==> config.mk <==
export PLATFORM = sky130hd
export DESIGN_NAME = multi_axis_stepper
export DESIGN_NICKNAME = d
export VERILOG_FILES = /design/src/rtl/multi_axis_stepper.sv
export SDC_FILE = /design/constraint.sdc
export NUM_CORES = 1
export LEC_CHECK = 0
export CORE_MARGIN = 2
export CORE_UTILIZATION = 50
export CTS_CLUSTER_DIAMETER = 30
export DETAILED_ROUTE_END_ITERATION = 10
export PLACE_DENSITY = 0.73
export SETUP_SLACK_MARGIN = 0.4
export SLEW_MARGIN = 20
export SYNTH_ARGS = -nofsm -noshare
export SYNTH_HDL_FRONTEND = slang
export SYNTH_SLANG_ARGS = --single-unit
==> constraint.sdc <==
create_clock -name i_Clk -period 2.6 [get_ports i_Clk]
set_input_delay 0.39 -clock i_Clk [delete_from_list [all_inputs] [get_ports i_Clk]]
set_output_delay 0.39 -clock i_Clk [all_outputs]
set_load 0.05 [all_outputs]
==> src/rtl/multi_axis_stepper.sv <==
`default_nettype none
// ============================================================================
//  Module   : multi_axis_stepper
//  Purpose  : N-channel stepper pulse coordinator. A single start command
//             latches a step count and direction for every axis; all axes
//             then step in lockstep from one shared phase counter, and the
//             command completes once every axis has run out of steps.
//  Revision : 1.0  - initial release
// ----------------------------------------------------------------------------
//  Ports
//    i_Clk      : clock
//    i_rst_n    : asynchronous active-low reset
//    i_start    : command strobe, sampled only while idle
//    i_steps    : packed per-axis step counts, axis k at [k*STEP_W +: STEP_W]
//    i_dir      : per-axis direction, latched with the command
//    i_abort    : terminates the move in progress
//    o_step     : step pulse per axis
//    o_dir      : registered direction per axis
//    o_busy     : high from command acceptance until completion
//    o_done     : one-cycle completion pulse
//    o_aborted  : qualifies o_done, high when the move ended by abort
//    o_pos      : (MOTOR_POS_TRACK_EN only) packed signed position per axis,
//                 STEP_W+2 bits each
//  Build option
//    MOTOR_POS_TRACK_EN : adds the o_pos position tracking output
// ============================================================================
module multi_axis_stepper #(
  parameter int N_AXES      = 2,
  parameter int STEP_W      = 15,
  parameter int HALF_PERIOD = 25000,
  parameter int DIR_SETUP   = 50
) (
  input  logic                       i_Clk,
  input  logic                       i_rst_n,
  input  logic                       i_start,
  input  logic [N_AXES*STEP_W-1:0]   i_steps,
  input  logic [N_AXES-1:0]          i_dir,
  input  logic                       i_abort,
  output logic [N_AXES-1:0]          o_step,
  output logic [N_AXES-1:0]          o_dir,
  output logic                       o_busy,
  output logic                       o_done,
  output logic                       o_aborted
`ifdef MOTOR_POS_TRACK_EN
  ,
  output logic [N_AXES*(STEP_W+2)-1:0] o_pos
`endif
);

  localparam int PH_MAX = (HALF_PERIOD > DIR_SETUP) ? HALF_PERIOD : DIR_SETUP;
  localparam int PH_W   = $clog2(PH_MAX + 1);
  localparam logic [PH_W-1:0] PH_HALF  = PH_W'(HALF_PERIOD - 1);
  localparam logic [PH_W-1:0] PH_SETUP = PH_W'(DIR_SETUP - 1);

  typedef enum logic [2:0] {
    S_IDLE   = 3'd0,
    S_SETUP  = 3'd1,
    S_RUN_HI = 3'd2,
    S_RUN_LO = 3'd3,
    S_DONE   = 3'd4
  } state_t;

  state_t                         state_q, state_d;
  logic [PH_W-1:0]                phase_q, phase_d;
  logic [N_AXES-1:0][STEP_W-1:0]  rem_q, rem_d;
  logic [N_AXES-1:0]              dir_q, dir_d;
  logic                           abort_q, abort_d;
  logic [N_AXES-1:0]              step_q, step_d;
  logic                           busy_q, busy_d;
  logic                           done_q, done_d;
  logic                           aborted_q, aborted_d;

  logic [N_AXES-1:0]              active;
  logic                           phase_end;
  logic                           hi_exit;

  always_comb begin
    for (int k = 0; k < N_AXES; k++) begin
      active[k] = (rem_q[k] != '0);
    end
  end

  assign phase_end = (phase_q == '0);

  always_comb begin
    state_d = state_q;
    phase_d = phase_q;
    rem_d   = rem_q;
    dir_d   = dir_q;
    abort_d = abort_q;
    hi_exit = 1'b0;

    case (state_q)
      S_IDLE: begin
        if (i_start) begin
          state_d = S_SETUP;
          phase_d = PH_SETUP;
          dir_d   = i_dir;
          abort_d = 1'b0;
          for (int k = 0; k < N_AXES; k++) begin
            rem_d[k] = i_steps[k*STEP_W +: STEP_W];
          end
        end
      end

      S_SETUP, S_RUN_LO, S_RUN_HI: begin
        // An abort drains through one zero-length RUN_LO so that the step
        // output is low for a cycle before the completion pulse. The abort
        // flag stops a held i_abort from re-triggering that drain forever.
        if (i_abort && !abort_q) begin
          state_d = S_RUN_LO;
          phase_d = '0;
          rem_d   = '0;
          abort_d = 1'b1;
        end else if (!phase_end) begin
          phase_d = phase_q - PH_W'(1);
        end else if (state_q == S_RUN_HI) begin
          state_d = S_RUN_LO;
          phase_d = PH_HALF;
          hi_exit = 1'b1;
          for (int k = 0; k < N_AXES; k++) begin
            if (active[k]) begin
              rem_d[k] = rem_q[k] - STEP_W'(1);
            end
          end
        end else if (|active) begin
          state_d = S_RUN_HI;
          phase_d = PH_HALF;
        end else begin
          state_d = S_DONE;
        end
      end

      S_DONE: begin
        state_d = S_IDLE;
      end

      default: begin
        state_d = S_IDLE;
      end
    endcase

    // Outputs are decoded from the next state so they line up with it.
    // The remaining counts only change on RUN_HI exit, so the current
    // nonzero mask is the right pulse mask whenever RUN_HI is next.
    step_d    = (state_d == S_RUN_HI) ? active : '0;
    busy_d    = (state_d == S_SETUP) || (state_d == S_RUN_HI) ||
                (state_d == S_RUN_LO);
    done_d    = (state_d == S_DONE);
    aborted_d = (state_d == S_DONE) && abort_q;
  end

  always_ff @(posedge i_Clk or negedge i_rst_n) begin
    if (!i_rst_n) begin
      state_q   <= S_IDLE;
      phase_q   <= '0;
      rem_q     <= '0;
      dir_q     <= '0;
      abort_q   <= 1'b0;
      step_q    <= '0;
      busy_q    <= 1'b0;
      done_q    <= 1'b0;
      aborted_q <= 1'b0;
    end else begin
      state_q   <= state_d;
      phase_q   <= phase_d;
      rem_q     <= rem_d;
      dir_q     <= dir_d;
      abort_q   <= abort_d;
      step_q    <= step_d;
      busy_q    <= busy_d;
      done_q    <= done_d;
      aborted_q <= aborted_d;
    end
  end

  assign o_step    = step_q;
  assign o_dir     = dir_q;
  assign o_busy    = busy_q;
  assign o_done    = done_q;
  assign o_aborted = aborted_q;

`ifdef MOTOR_POS_TRACK_EN
  // Only a RUN_HI phase that runs to completion counts as a step; a pulse
  // cut short by abort is not added to the position.
  logic [N_AXES-1:0][STEP_W+1:0] pos_q, pos_d;

  always_comb begin
    pos_d = pos_q;
    if (hi_exit) begin
      for (int k = 0; k < N_AXES; k++) begin
        if (active[k]) begin
          pos_d[k] = dir_q[k] ? (pos_q[k] + (STEP_W+2)'(1))
                              : (pos_q[k] - (STEP_W+2)'(1));
        end
      end
    end
  end

  always_ff @(posedge i_Clk or negedge i_rst_n) begin
    if (!i_rst_n) begin
      pos_q <= '0;
    end else begin
      pos_q <= pos_d;
    end
  end

  assign o_pos = pos_q;
`endif

endmodule
`default_nettype wire
==> results of run 1 <==
## state kept, by name (all words and copies together) (netlist names)
register   flops
abort_q        1
o_aborted      1
o_dir          2
rem_q         30
o_done         1
o_busy         1
phase_q       15
state_q        3
o_step         2
## routing by layer
| layer | GRT usage (%) | wire length, um |
|---|---|---|
| met4 | 8.82 | 213 |
| met5 | 0 | 0 |
| met3 | 4.01 | 718 |
| met2 | 45.0 | 5010 |
| met1 | 38.2 | 4500 |
## layout make-up
type	count	area, um^2
Multi-Input combinational cell	305	2100
Tap cell	96	120
Clock buffer	5	68.8
Sequential cell	56	1400
Clock inverter	3	22.5
Fill cell	581	2360
Inverter	16	62.6
Timing Repair Buffer	82	732
## where the power goes
group	internal (mW)	switching (mW)	leakage [nW]
combinational	0.585	0.617	1.17
clock	0.194	0.317	0.0485
sequential	1.04	0.250	0.623
## path summary, 6_finish.rpt
path                             start          to
max in group asynchronous      i_rst_n   rem_q[10]
min in group i_Clk            o_dir[1]    o_dir[1]
setup reg to reg           phase_q[12]  phase_q[1]
setup / recovery           phase_q[12]  phase_q[1]
hold reg to reg               o_dir[1]    o_dir[1]
hold / removal                 i_rst_n  state_q[2]
## cell usage after synthesis (6+ instances only)
cell type	instances
nor3_1	19
nor2_1	28
a31oi_1	7
a21oi_1	24
o221ai_1	13
o21ai_0	10
nand3b_1	6
clkbuf_1	19
ha_1	6
inv_1	15
dfrtp_1	56
a22oi_1	7
nand3_1	14
or4_1	6
nor4_1	7
a211oi_1	14
nand2_1	42
a32oi_1	9
o211ai_1	21
## metrics by stage
stage | power (mW) | util [%] | cells | hold slack, ns | cell area [um^2]
2_1_floorplan | 2.03 | - | 400 | 0.0944 | 3570
3_3_place_gp | 2.34 | 62.1 | 545 | 0.463 | 4270
3_5_place_dp | 2.38 | 62.1 | 545 | 0.471 | 4270
4_1_cts | 2.96 | 65.0 | 561 | 0.118 | 4460
5_1_grt | 3.21 | 65.6 | 563 | 0.138 | 4510
6_report | 3.01 | 65.6 | 563 | 0.0957 | 4510
## what timing repair did
action,CTS,global route
hold buffers,0,0
resized for setup,9,8
hold endpoints to repair,0,0
buffers inserted,8,2
setup endpoints to repair,44,49
pin swaps,5,1
## kinds of logic after synthesis
kind of cell | Yosys count
AOI/OAI and AO/OA | 127
xor gates and xnor gates | 3
adders and majority gates | 6
buffers and inverters | 39
DFF | 56
muxes | 9
and+or+nand+nor | 160
==> run metrics, run 1 <==
die area=7830 um^2; setup tns final=0 ns; fraction of layout cells with a size suffix above 1=18.6%; post-synthesis mux area share=2.81%; Via density=6.39; global route overflow=0; CP Launch Type=register; Initial DRT Pass Iterations=7; largest family of logic cells by synthesized area=compound AO/OA/AOI/OAI gates; Clock Path Buffers=2; Post-Place Setup Slack=0.107 ns; Die Ht=88.5 um; first-pass GRT wire length=16,900 um; FF-to-FF path depth=6; drt total wl=10,400 um; most frequent cells in the layout=56 x dfrtp_1, 42 x nand2_1, 41 x clkdlybuf4s50_1; Post-Syn Area per Cell=8.92 um^2; # setup viols final=0; via count=3,600; gpl congestion=0.894; Fmax=435 MHz; Mapped Nets=442; Syn Inst Count=400; die width=88.5 um; clock input transition at the sequential cells of the worst setup and hold paths=0.11 ns; Seq cells post-synth=56; Crit Path Category=reg2reg; Synth area leaders=dfrtp_1 39%, nand2_1 4.4%, o211ai_1 4.4%, a21oi_1 3.4%, o221ai_1 3.2%; antenna viol nets, final=0; slowest CP cell=or4_4; critical path, cell by cell=nor4_4, nand4_2, or4_4, a21oi_4, inv_4, mux2_4; Synth Area in XOR/XNOR=0.736%; warnings from Yosys=0; gr usage total=27.7%; CP Data Arrival Time=2.51 ns; fin nets=508; drc violations=0; largest net degree at the start of global routing=30; PortBufs=42; initial antenna violation count=0; Seq/Total Area, Yosys=39.3%; worst ir drop on vdd=0.305 mV; Post-synth EDFFs=0; WP buf/inv=1; dpl hpwl=7320 um; most common cell after layout, fill and taps aside=dfrtp_1; post-synth top area share=39.3%; max cap viols=0; Final Max Tran Viols=0; core area=6870 um^2; diodes inserted=0; WP data required=2.81 ns; RSZ-0062 raised after global routing=yes; outcome=finished clean; Tmin final=2.30 ns; Fin. Hold Viols=0; mapped cell area=3570 um^2; Synth Area in Compound Gates=25.6%; H-tree levels=2; Wirelength per Cell=18.5 um; reg2reg setup slack=0.30 ns; TritonCTS clock tree=done; crit path max fanout=10; # IOs=43; CP Capture Type=register; largest delay contributor family on the critical path=simple AND/OR/NAND/NOR gates; Period Utilization, post-route=88.4%; Lkg Pwr=1.84 nW; worst stage delay on the critical path=0.59 ns; worst hold path class=in2async; Distinct cells, synth=55; CTS Buf Count=5; clock sinks=56; clk_lat worst skew=0.32 ns; Pwr Density=667 nW/um^2; Post-Synth Adder-Cell Area=2.10%; Initial Util=51.9%; Yosys top cell by area=dfrtp_1; worst relative slew slack=53.9%; FP Rows=30; Setup WS post-layout=0.301 ns; clk_skew=0.00604 ns; slew at the pin closest to its max-slew limit=0.692 ns; Worst path depth=6; simple-gate share of the synthesized area=25.1%; Area Overhead vs Synth=26.3%; Root Buffer=clkbuf_8; vias in the first global route=3,348; initial DRC count=244; Primary FF master, synth=dfrtp_1; Post-synth ARST share=100%
Power figures use the tool's default switching activity.
==> run 2: changes to the inputs <==
--- a/config.mk
+++ b/config.mk
@@ -7,8 +7,10 @@
 export LEC_CHECK = 0
 export CORE_MARGIN = 2
 export CORE_UTILIZATION = 50
+export CTS_BUF_LIST = sky130_fd_sc_hd__clkbuf_8 sky130_fd_sc_hd__clkbuf_16
 export CTS_CLUSTER_DIAMETER = 30
 export DETAILED_ROUTE_END_ITERATION = 10
+export MAX_ROUTING_LAYER = met4
 export PLACE_DENSITY = 0.73
 export SETUP_SLACK_MARGIN = 0.4
 export SLEW_MARGIN = 20
==> run 2 against run 1 <==
Against the previous run:
- flip-flop and latch count stayed put
- sequential share of layout area unchanged
- largest power group unchanged
- worst hold slack improved by 0.0062 ns
- largest cell class unchanged
- critical endpoint unchanged
==> run metrics, run 2 (synthesis gave the netlist of run 1 again) <==
outcome=finished clean; sequential share of power=43.1%; max cap viols=0; largest registers=rem_q: 30 flops, phase_q: 15 flops, state_q: 3 flops; fraction of layout cells with a size suffix above 1=18.6%; crit path max fanout=10; FP Rows=30; Setup WS post-layout=0.298 ns; diodes inserted=0; CTS Buf Count=5; clk_lat worst skew=0.32 ns; Largest register FFs=30; H-tree levels=2; Fin. Hold Viols=0; switching part of the total=39.4%; clk_skew=0.00695 ns; Initial Util=51.9%; Area Overhead vs Synth=26.3%; Die Ht=88.5 um; gpl congestion=0.909; slew at the pin closest to its max-slew limit=0.695 ns; Root Buffer=clkbuf_8; worst relative slew slack=53.6%; Via density=6.39; CP Launch Type=register; gr usage total=28.5%; most common cell after layout, fill and taps aside=dfrtp_1; Non-Filler Instances=563; die width=88.5 um; switching power=1.18 mW; global route overflow=0; worst stage delay on the critical path=0.59 ns; Clk pwr share=16.9%; via count=3,599; Internal=1.82 mW; Crit Path Category=reg2reg; drt total wl=10,400 um; initial DRC count=226; Post-Place Setup Slack=0.107 ns; core area=6870 um^2; RSZ-0062 raised after global routing=yes; Final Max Tran Viols=0; setup tns final=0 ns; slowest CP cell=or4_4; final hold slack=0.102 ns; die area=7830 um^2; antenna viol nets, final=0; clock sinks=56; Clock Path Buffers=2; PortBufs=42; Period Utilization, post-route=88.5%; WP data required=2.81 ns; WP buf/inv=1; clock input transition at the sequential cells of the worst setup and hold paths=0.11 ns; worst hold path class=in2async; Tmin final=2.30 ns; dpl hpwl=7320 um; Pwr Density=667 nW/um^2; placed cell count=545; first-pass GRT wire length=16,900 um; Biggest register=rem_q; CP Capture Type=register; CP Data Arrival Time=2.51 ns; # IOs=43; # setup viols final=0; critical path, cell by cell=nor4_4, nand4_2, or4_4, a21oi_4, inv_4, mux2_4; initial antenna violation count=0; largest delay contributor family on the critical path=simple AND/OR/NAND/NOR gates; Initial DRT Pass Iterations=5; vias in the first global route=3,349; # fillers=581; Lkg Pwr=1.84 nW; fin nets=508; Comb pwr share=40.0%; drc violations=0; Wirelength per Cell=18.5 um; largest net degree at the start of global routing=30; Fmax=434 MHz; most frequent cells in the layout=56 x dfrtp_1, 42 x nand2_1, 41 x clkdlybuf4s50_1; TritonCTS clock tree=done; worst ir drop on vdd=0.305 mV
run 2: layout make-up:
| type | instances | area (um^2) | area share [%] |
|---|---|---|---|
| clock buffers | 5 | 68.8 | 1.53 |
| multi-input cells | 305 | 2100 | 46.6 |
| well taps | 96 | 120 | 2.67 |
| clock inverters | 3 | 22.5 | 0.500 |
| flip-flops and latches | 56 | 1400 | 31.1 |
| repair buffers | 82 | 732 | 16.2 |
| inverters | 16 | 62.6 | 1.39 |
run 2: what timing repair did:
action                                 CTS  global route
buffers inserted                         8             2
endpoints found under the hold margin    0             0
hold buffers                             0             0
pin swaps                                5             1
setup endpoints to repair               44            49
gates resized for setup                  9             8
run 2: stage by stage:
stage	utilization (%)	power [mW]	area, um^2
final	65.6	3.01	4510
after global routing	65.6	3.21	4510
after CTS	65.0	2.96	4460
after detailed placement	62.1	2.38	4270
after global placement	62.1	2.34	4270
after floorplan	-	2.03	3570
run 2: worst paths after layout:
kind,startpoint,to,slack [ns],cells after the start
setup / recovery,phase_q[12],phase_q[1],0.30,6
min in group i_Clk,o_dir[1],o_dir[1],0.49,2
max in group asynchronous,i_rst_n,rem_q[16],1.90,2
setup reg to reg,phase_q[12],phase_q[1],0.30,6
hold reg to reg,o_dir[1],o_dir[1],0.49,2
hold / removal,i_rst_n,o_aborted,0.10,1
run 2: layer usage:
layer,GRT usage (%),wire length (um)
met1,38.2,4430
met2,45.0,5160
met3,4.01,635
met4,8.82,170
met5,-,0
run 2: power by group through the flow:
stage	sequential (mW)	combinational (mW)	clock [mW]
5_1_grt	1.33	1.33	0.554
2_1_floorplan	1.28	0.757	0
3_5_place_dp	1.32	1.07	0
4_1_cts	1.28	1.16	0.521
3_3_place_gp	1.30	1.04	0
6_report	1.29	1.20	0.509
